--- config.mk ---
export PLATFORM = sky130hd
export DESIGN_NAME = rot_arb_ctrl
export DESIGN_NICKNAME = d
export VERILOG_FILES = /design/src/rtl/rot_pkg.sv /design/src/rtl/barrel_8.sv /design/src/rtl/rot_arb_ctrl.sv
export SDC_FILE = /design/constraint.sdc
export NUM_CORES = 1
export LEC_CHECK = 0
export CAP_MARGIN = 25
export CORE_UTILIZATION = 40
export CTS_CLUSTER_SIZE = 16
export DETAILED_ROUTE_END_ITERATION = 8
export PLACE_DENSITY = 0.72
export SYNTH_ARGS = -nofsm -noshare
export SYNTH_HDL_FRONTEND = slang
export SYNTH_SLANG_ARGS = --single-unit
--- constraint.sdc ---
create_clock -name clk -period 4.4 [get_ports clk]
set_clock_uncertainty 0.2 [all_clocks]
set_input_delay 0.44 -clock clk [delete_from_list [all_inputs] [get_ports clk]]
set_output_delay 0.44 -clock clk [all_outputs]
set_load 0.005 [all_outputs]
--- src/rtl/rot_pkg.sv ---
// Shared definitions for the rotator arbiter slice.
// Provides the FSM state encoding and datapath widths.
package rot_pkg;

    // Rotator word width and rotate-amount width.
    localparam int ROT_W = 4;
    localparam int AMT_W = 2;

    // Sequencer states.
    typedef enum logic [1:0] {
        IDLE = 2'd0,
        EXEC = 2'd1,
        RESP = 2'd2
    } state_t;

endpackage : rot_pkg

--- src/rtl/barrel_8.sv ---
// Two-stage mux rotator: rotates a 4-bit word right by {s1,s0}.
// Ports: w (word in), s1/s0 (amount bits), y (rotated word out).
module barrel_8 (
    input  logic [3:0] w,
    input  logic       s1,
    input  logic       s0,
    output logic [3:0] y
);

    logic [3:0] stage1;

    // Stage 1 rotates right by one, stage 2 rotates right by two.
    assign stage1 = s0 ? {w[0], w[3:1]} : w;
    assign y      = s1 ? {stage1[1:0], stage1[3:2]} : stage1;

endmodule : barrel_8

--- src/rtl/rot_arb_ctrl.sv ---
// Round-robin arbiter/sequencer sharing one barrel_8 rotator.
// Ports: clk, rst_n (sync, active-low); req_valid/req_data/req_amt in,
// req_ready one-hot out; res_valid/res_data/res_id out, res_ready in;
// busy out (1 whenever the sequencer is not idle).
module rot_arb_ctrl
    import rot_pkg::*;
#(
    parameter int NREQ = 4,
    parameter int ID_W = 2
) (
    input  logic                  clk,
    input  logic                  rst_n,
    input  logic [NREQ-1:0]       req_valid,
    input  logic [ROT_W*NREQ-1:0] req_data,
    input  logic [AMT_W*NREQ-1:0] req_amt,
    output logic [NREQ-1:0]       req_ready,
    output logic                  res_valid,
    output logic [ROT_W-1:0]      res_data,
    output logic [ID_W-1:0]       res_id,
    input  logic                  res_ready,
    output logic                  busy
);

    state_t           state;
    logic [ID_W-1:0]  last;
    logic [ROT_W-1:0] data_q;
    logic [AMT_W-1:0] amt_q;
    logic [ID_W-1:0]  id_q;

    logic [ID_W-1:0]  grant;
    logic             any_valid;
    logic             accept;
    logic [ROT_W-1:0] sel_data;
    logic [AMT_W-1:0] sel_amt;
    logic [ROT_W-1:0] rot_out;

    // Round-robin pick: lowest valid index above 'prev' if any,
    // otherwise the lowest valid index overall (wrap-around).
    function automatic logic [ID_W-1:0] rr_pick(
        input logic [NREQ-1:0] v,
        input logic [ID_W-1:0] prev
    );
        logic            has_hi;
        logic [ID_W-1:0] pick_hi;
        logic [ID_W-1:0] pick_lo;
        has_hi  = 1'b0;
        pick_hi = '0;
        pick_lo = '0;
        // Descending scan so the last write is the lowest match.
        for (int i = NREQ - 1; i >= 0; i--) begin
            if (v[i]) begin
                pick_lo = ID_W'(i);
                if (i > int'(prev)) begin
                    has_hi  = 1'b1;
                    pick_hi = ID_W'(i);
                end
            end
        end
        return has_hi ? pick_hi : pick_lo;
    endfunction

    assign any_valid = |req_valid;
    assign grant     = rr_pick(req_valid, last);
    assign accept    = rst_n && (state == IDLE) && any_valid;

    // One-hot ready strobe and operand mux for the granted requester.
    always_comb begin
        req_ready = '0;
        sel_data  = '0;
        sel_amt   = '0;
        for (int i = 0; i < NREQ; i++) begin
            if (grant == ID_W'(i)) begin
                req_ready[i] = accept;
                sel_data     = req_data[ROT_W*i +: ROT_W];
                sel_amt      = req_amt[AMT_W*i +: AMT_W];
            end
        end
    end

    barrel_8 u_rot (
        .w  (data_q),
        .s1 (amt_q[1]),
        .s0 (amt_q[0]),
        .y  (rot_out)
    );

    always_ff @(posedge clk) begin
        if (!rst_n) begin
            state     <= IDLE;
            last      <= ID_W'(NREQ - 1);
            data_q    <= '0;
            amt_q     <= '0;
            id_q      <= '0;
            res_valid <= 1'b0;
            res_data  <= '0;
            res_id    <= '0;
            busy      <= 1'b0;
        end else begin
            unique case (state)
                IDLE: begin
                    if (any_valid) begin
                        data_q <= sel_data;
                        amt_q  <= sel_amt;
                        id_q   <= grant;
                        last   <= grant;
                        busy   <= 1'b1;
                        state  <= EXEC;
                    end
                end
                EXEC: begin
                    res_data  <= rot_out;
                    res_id    <= id_q;
                    res_valid <= 1'b1;
                    state     <= RESP;
                end
                RESP: begin
                    if (res_ready) begin
                        res_valid <= 1'b0;
                        busy      <= 1'b0;
                        state     <= IDLE;
                    end
                end
                default: begin
                    res_valid <= 1'b0;
                    busy      <= 1'b0;
                    state     <= IDLE;
                end
            endcase
        end
    end

endmodule : rot_arb_ctrl

# ---- After elaboration in Yosys (flattened, before gate mapping)
# Cells that the tools add are included.
dict set report totals {
  regBits 20
  in_bits 31
  output_inout_bits 12
  elab_cells 68
}
dict set report classes {
  magnitude_cmp 3
  eq_ne 7
  mux 38
  bitwise_logic 2
  n_reduce_logical 9
}
# op count
set ops {}
lappend ops {{$mux 2} 17}
lappend ops {{$mux 4} 6}
lappend ops {{$mux 1} 12}
lappend ops {{$eq 2x2->1 const B} 3}
lappend ops {{$pmux 1 s3} 2}
lappend ops {{$pmux 2 s3} 1}
lappend ops {{$reduce_and 2->1} 3}
lappend ops {{$eq 2x1->1 const B} 2}
lappend ops {{$gt 2x2->1 const A} 2}
lappend ops {{$logic_not 2->1} 2}
lappend ops {{$ne 2x2->1 const B} 2}
lappend ops {{$reduce_or 4->1} 1}
lappend ops {{$reduce_and 3->1} 1}
lappend ops {{$gt 1x2->1 const A} 1}
lappend ops {{$logic_and 1x1->1} 2}
lappend ops {{$not 1->1} 2}

# ---- Logic depth before layout (Yosys ltp)
dict set report depth {
  ltp_word 13
  depth_mapped 7
  ltp_nobuf 5
}

# ---- By module
# Synthesis repeated with hierarchy kept, for this count alone.
dict set report hier_totals {
  cells_unflattened 133
  area_unflattened_um2 1224.9
}
# mod instances cells_each area_each_um2 seq_area_each_um2
set by_module_without_submodules {}
lappend by_module_without_submodules {rot_arb_ctrl 1 129 1119.8 400.4}
lappend by_module_without_submodules {barrel_8 1 4 105.1 0.0}

# ---- Least setup slack after synthesis
# OpenSTA, ideal clock, no wires.
dict set report synth_path {
  kind {input-to-output}
  from {input req_valid[3]}
  to {output req_ready[1]}
  arrival_ns 1.369
  t_required_ns 3.760
  setup_slack_ns 2.391
  stages 6
  n_path_buf 1
  cell_sequence {buf_4 > and3b_1 > nor3_1 > nor2_1 > or2_1 > nor2_1}
}
dict set report synth_between {
  elab_chain_len 8
  elab_cells_between_ends 19
  classes_between {1 x eq/ne; 16 x mux; 2 x reduce/logical}
}
# item line
set synth_rtl {}
lappend synth_rtl {{start: declaration} rot_arb_ctrl.sv:13} ;# input logic [NREQ-1:0] req_valid,
lappend synth_rtl {{$mux 2 or $mux 1 (tied branches)} rot_arb_ctrl.sv:51} ;# if (v[i]) begin
lappend synth_rtl {{$mux 2 or $mux 1 (tied branches)} rot_arb_ctrl.sv:53} ;# if (i > int'(prev)) begin
lappend synth_rtl {{$mux 2 or $mux 1 (tied branches)} rot_arb_ctrl.sv:51}
lappend synth_rtl {{$mux 2 or $mux 1 (tied branches)} rot_arb_ctrl.sv:53}
lappend synth_rtl {{$mux 2 or $mux 1 (tied branches)} rot_arb_ctrl.sv:51}
lappend synth_rtl {{$mux 2} rot_arb_ctrl.sv:59} ;# return has_hi ? pick_hi : pick_lo;
lappend synth_rtl {{$eq 2x1->1} rot_arb_ctrl.sv:72} ;# if (grant == ID_W'(i)) begin
lappend synth_rtl {{$mux 1 (*)} rot_arb_ctrl.sv:72}
lappend synth_rtl {{end: declaration} rot_arb_ctrl.sv:16} ;# output logic [NREQ-1:0] req_ready,
# Every way passes the cells marked *; elsewhere a longest branch is shown, timed or not.

# ---- Final worst setup path
# Same ends and word-level chain as after synthesis.

==> summary.md <==
| Metric | Value |
|---|---|
| Min-delay src | res_data[3] |
| Clock network power share | 20.3% |
| Port bufs | 42 |
| Min-Delay Path Class | register to register |
| Part of the power in combinational logic | 34.7% |
| RSZ-0062 raised after global routing | no |
| Met3 Use GR | 3.63% |
| Synthesized area | 0.00123 sq mm |
| CTS buffer count | 3 |
| Avg Cell Area, Syn | 9.08 sq um |
| Worst Setup End Kind | output pin |
| Vias per inst | 5.52 |
| Share of layout cells above drive strength 1 | 12.0% |
| Final setup fails | 0 |
| Buf/Inv on CP | 2 |
| Tcrit/Tclk final | 73.0% |
| Post-CTS Setup Bufs | 0 |
| Final Hold Vio Count | 0 |
| Clock buffer depth | 2 |
| Area growth syn-to-layout | 36.5% |
| Sink Count | 20 |
| Net Sw Frac | 30.9% |
| Total gr overflow | 0 |
| Failing checks | design-rule violations |
| GR Util met1 | 21.0% |
| Initial antenna violation count | 0 |
| Cell taking the most area after synthesis | dfxtp_1 |
| CTS H-tree depth | 1 |
| CTS tree | done |
| Cells after synthesis | 136 |
| Fillers | 259 |
| Worst rel slew slack | 62.6% |
| Max Cap Viol | 0 |
| Iter 0 DRT Violations | 32 |
| Reg-to-reg critical path startpoint | last[1] |
| Critical-path top delay cell | clkdlybuf4s50_1 |
| DRT Pass-1 Iters | 8 |
| Cts hold-fix bufs | 0 |
| Placer Congestion | 0.815 |
| Leakage | 0.620 nW |
| Site row count | 19 |
| Starting Density | 43.7% |
| Slew @ Worst Pin | 560 ps |
| Ys Warns | 0 |
| Global Route met2 Usage | 32.1% |
| Vias | 1138 |
| Critical path fanouts, max | 9 |
| Most Frequent Cell on Critical Path | clkdlybuf4s50_1 |
| Power per cell area | 308 mW/mm^2 |
| Fmax | 311 MHz |
| Sw power | 160 uW |
| Routed WL | 2700 um |
| Post-synth cell types | 39 |
| Top cells by area, synth | dfxtp_1 32%, mux4_2 7.3%, mux2i_1 5.7% |
| Peak VDD IR | 0.000155 V |
| Crit-path cells | clkdlybuf4s50_1 -> nor4_2 -> nor3_4 -> nand2_1 -> or2_1 -> nor2_1 -> clkdlybuf4s50_1 |
| GRT busiest layer | met2 |
| # IOs | 43 |
| Cell family with most CP delay | buffers and inverters |
| Gr usage total | 17.9% |
| Post-detail-place hpwl | 2140 um |
| CP Class | input port to output pin |
| CP startpoint | req_valid[3] |
| CTS clk-pin slew, worst paths | 110 ps |
| Reg power frac | 45.0% |
| Vias in the first global route | 1091 |
| Status | finished with violations |
| WP data required | 3760 ps |
| Post-synth top flop | dfxtp_1 |
| Layout Utilization | 59.6% |
| P_int | 359 uW |
| Top-area cell type share of the netlist area | 32.4% |
| Pins Over Slew Limit | 0 |
| Setup TNS | 0 ps |
| # diodes | 0 |
| Core area | 0.00283 sq mm |
| Pin count of the biggest net entering global routing | 22 |
| Net count after synthesis | 167 |
| Post-synth EDFFs | 0 |
| Synth Register Bits | 20 |
| Root Driver | clkbuf_4 |
| FFs w/ async S/R, synth | 0% |
| Die area | 0.00331 sq mm |
| Drt wl/cell | 13.1 um |
| Worst stage delay on the critical path | 680 ps |
| Drc violations | 3 |
| Routed Antenna Nets | 0 |
| First-pass GRT wire length | 4610 um |
| Skew-Pair Late Insertion Delay | 300 ps |
| Total power draw | 519 uW |
| Min Tclk post-route | 3210 ps |
| Nets | 207 |
| Worst setup SP type | input port |
| Register area share after synthesis | 32.4% |
| Die Ht | 57.6 um |
| Die width | 57.6 um |
| Post-CTS sizing | 0 |
| Crit path arrival time | 2570 ps |
## power groups by stage
stage	clock [mW]	sequential, mW	combinational, mW
floorplan	0	0.226	0.128
global route	0.117	0.239	0.200
detailed placement	0	0.237	0.181
CTS	0.109	0.233	0.182
global placement	0	0.236	0.178
finish	0.105	0.233	0.180
## synthesized netlist by cell type (2+ instances only)
cell type and number:
a21oi_1 3, o21ai_0 8, nor3_1 3, nor2b_1 5, inv_1 3, nand2b_1 3, or2_1 2, a211oi_1 4
a21boi_1 7, nand2_1 17, mux4_2 4, nor2_1 10, buf_4 3, mux2i_1 7, clkbuf_1 3, nand3_1 3
nor3b_1 6, a211oi_2 5, dfxtp_1 20
## worst min-delay path: cells and delay by family (launching register included)
family | cells | cell delay (ps)
and+or+nand+nor | 1 | 50
AOI/OAI and AO/OA | 1 | 50
DFF | 1 | 320
## per-layer routing
layer	share of wire (%)	wire, um	vias to the layer above
li1	-	-	572
met1	45	1210	529
met2	49	1330	35
met3	5.3	143	2
met4	0.67	18	0
met5	0	0	-
## registers in the layout, summed over array words and instances, names as in the netlist
| name | cells |
|---|---|
| last | 2 |
| state | 2 |
| data_q | 4 |
| amt_q | 2 |
| id_q | 2 |
| res_data | 4 |
| res_id | 2 |
| res_valid | 1 |
| busy | 1 |
## final cells by class
cell class | instances | area [sq um] | area share [%]
sequential | 20 | 400 | 23.8
multi-input combinational | 105 | 774 | 46.0
timing repair buffer | 42 | 420 | 24.9
clock buffer | 4 | 36.3 | 2.15
inverter | 4 | 15.0 | 0.891
tap | 31 | 38.8 | 2.30
## path summary, 6_finish.rpt
path | end | depth (start not counted) | slack [ps]
worst min-delay path | res_data[3] | 2 | 250
worst max register to register | data_q[2] | 5 | 2360
worst max-delay path | req_ready[1] | 7 | 1190
worst min register to register | res_data[3] | 2 | 250
## per-stage QoR
| stage | setup WS [ps] | hold slack, ps | area, sq um | cells |
|---|---|---|---|---|
| detailed placement | 1200 | 244 | 1650 | 202 |
| global route | 1000 | 278 | 1690 | 206 |
| finish | 1190 | 253 | 1690 | 206 |
| floorplan | 2390 | 228 | 1230 | 136 |
| CTS | 1180 | 258 | 1690 | 206 |
| global placement | 1280 | 238 | 1650 | 202 |
## cells in the final DEF (no fill, tap or decap), types with 4 or more instances in the layout
| master | netlist | layout |
|---|---|---|
| a211oi_1 | 4 | 4 |
| a211oi_2 | 5 | 5 |
| a21boi_1 | 7 | 7 |
| clkdlybuf4s50_1 | 0 | 42 |
| dfxtp_1 | 20 | 20 |
| mux2i_1 | 7 | 7 |
| mux4_2 | 4 | 4 |
| nand2_1 | 17 | 17 |
| nor2_1 | 10 | 10 |
| nor2b_1 | 5 | 5 |
| nor3b_1 | 6 | 6 |
| o21ai_0 | 8 | 8 |
## cell families (layout without fill, tap and decap cells)
| group | count (synthesis) | in the layout | share of synthesized area (%) |
|---|---|---|---|
| compound gates | 38 | 38 | 24.5 |
| mux | 11 | 11 | 13.0 |
| flops | 20 | 20 | 32.4 |
| simple gates | 56 | 56 | 25.2 |
| buf+inv | 11 | 50 | 4.86 |
(Power assumes the default switching activity.)
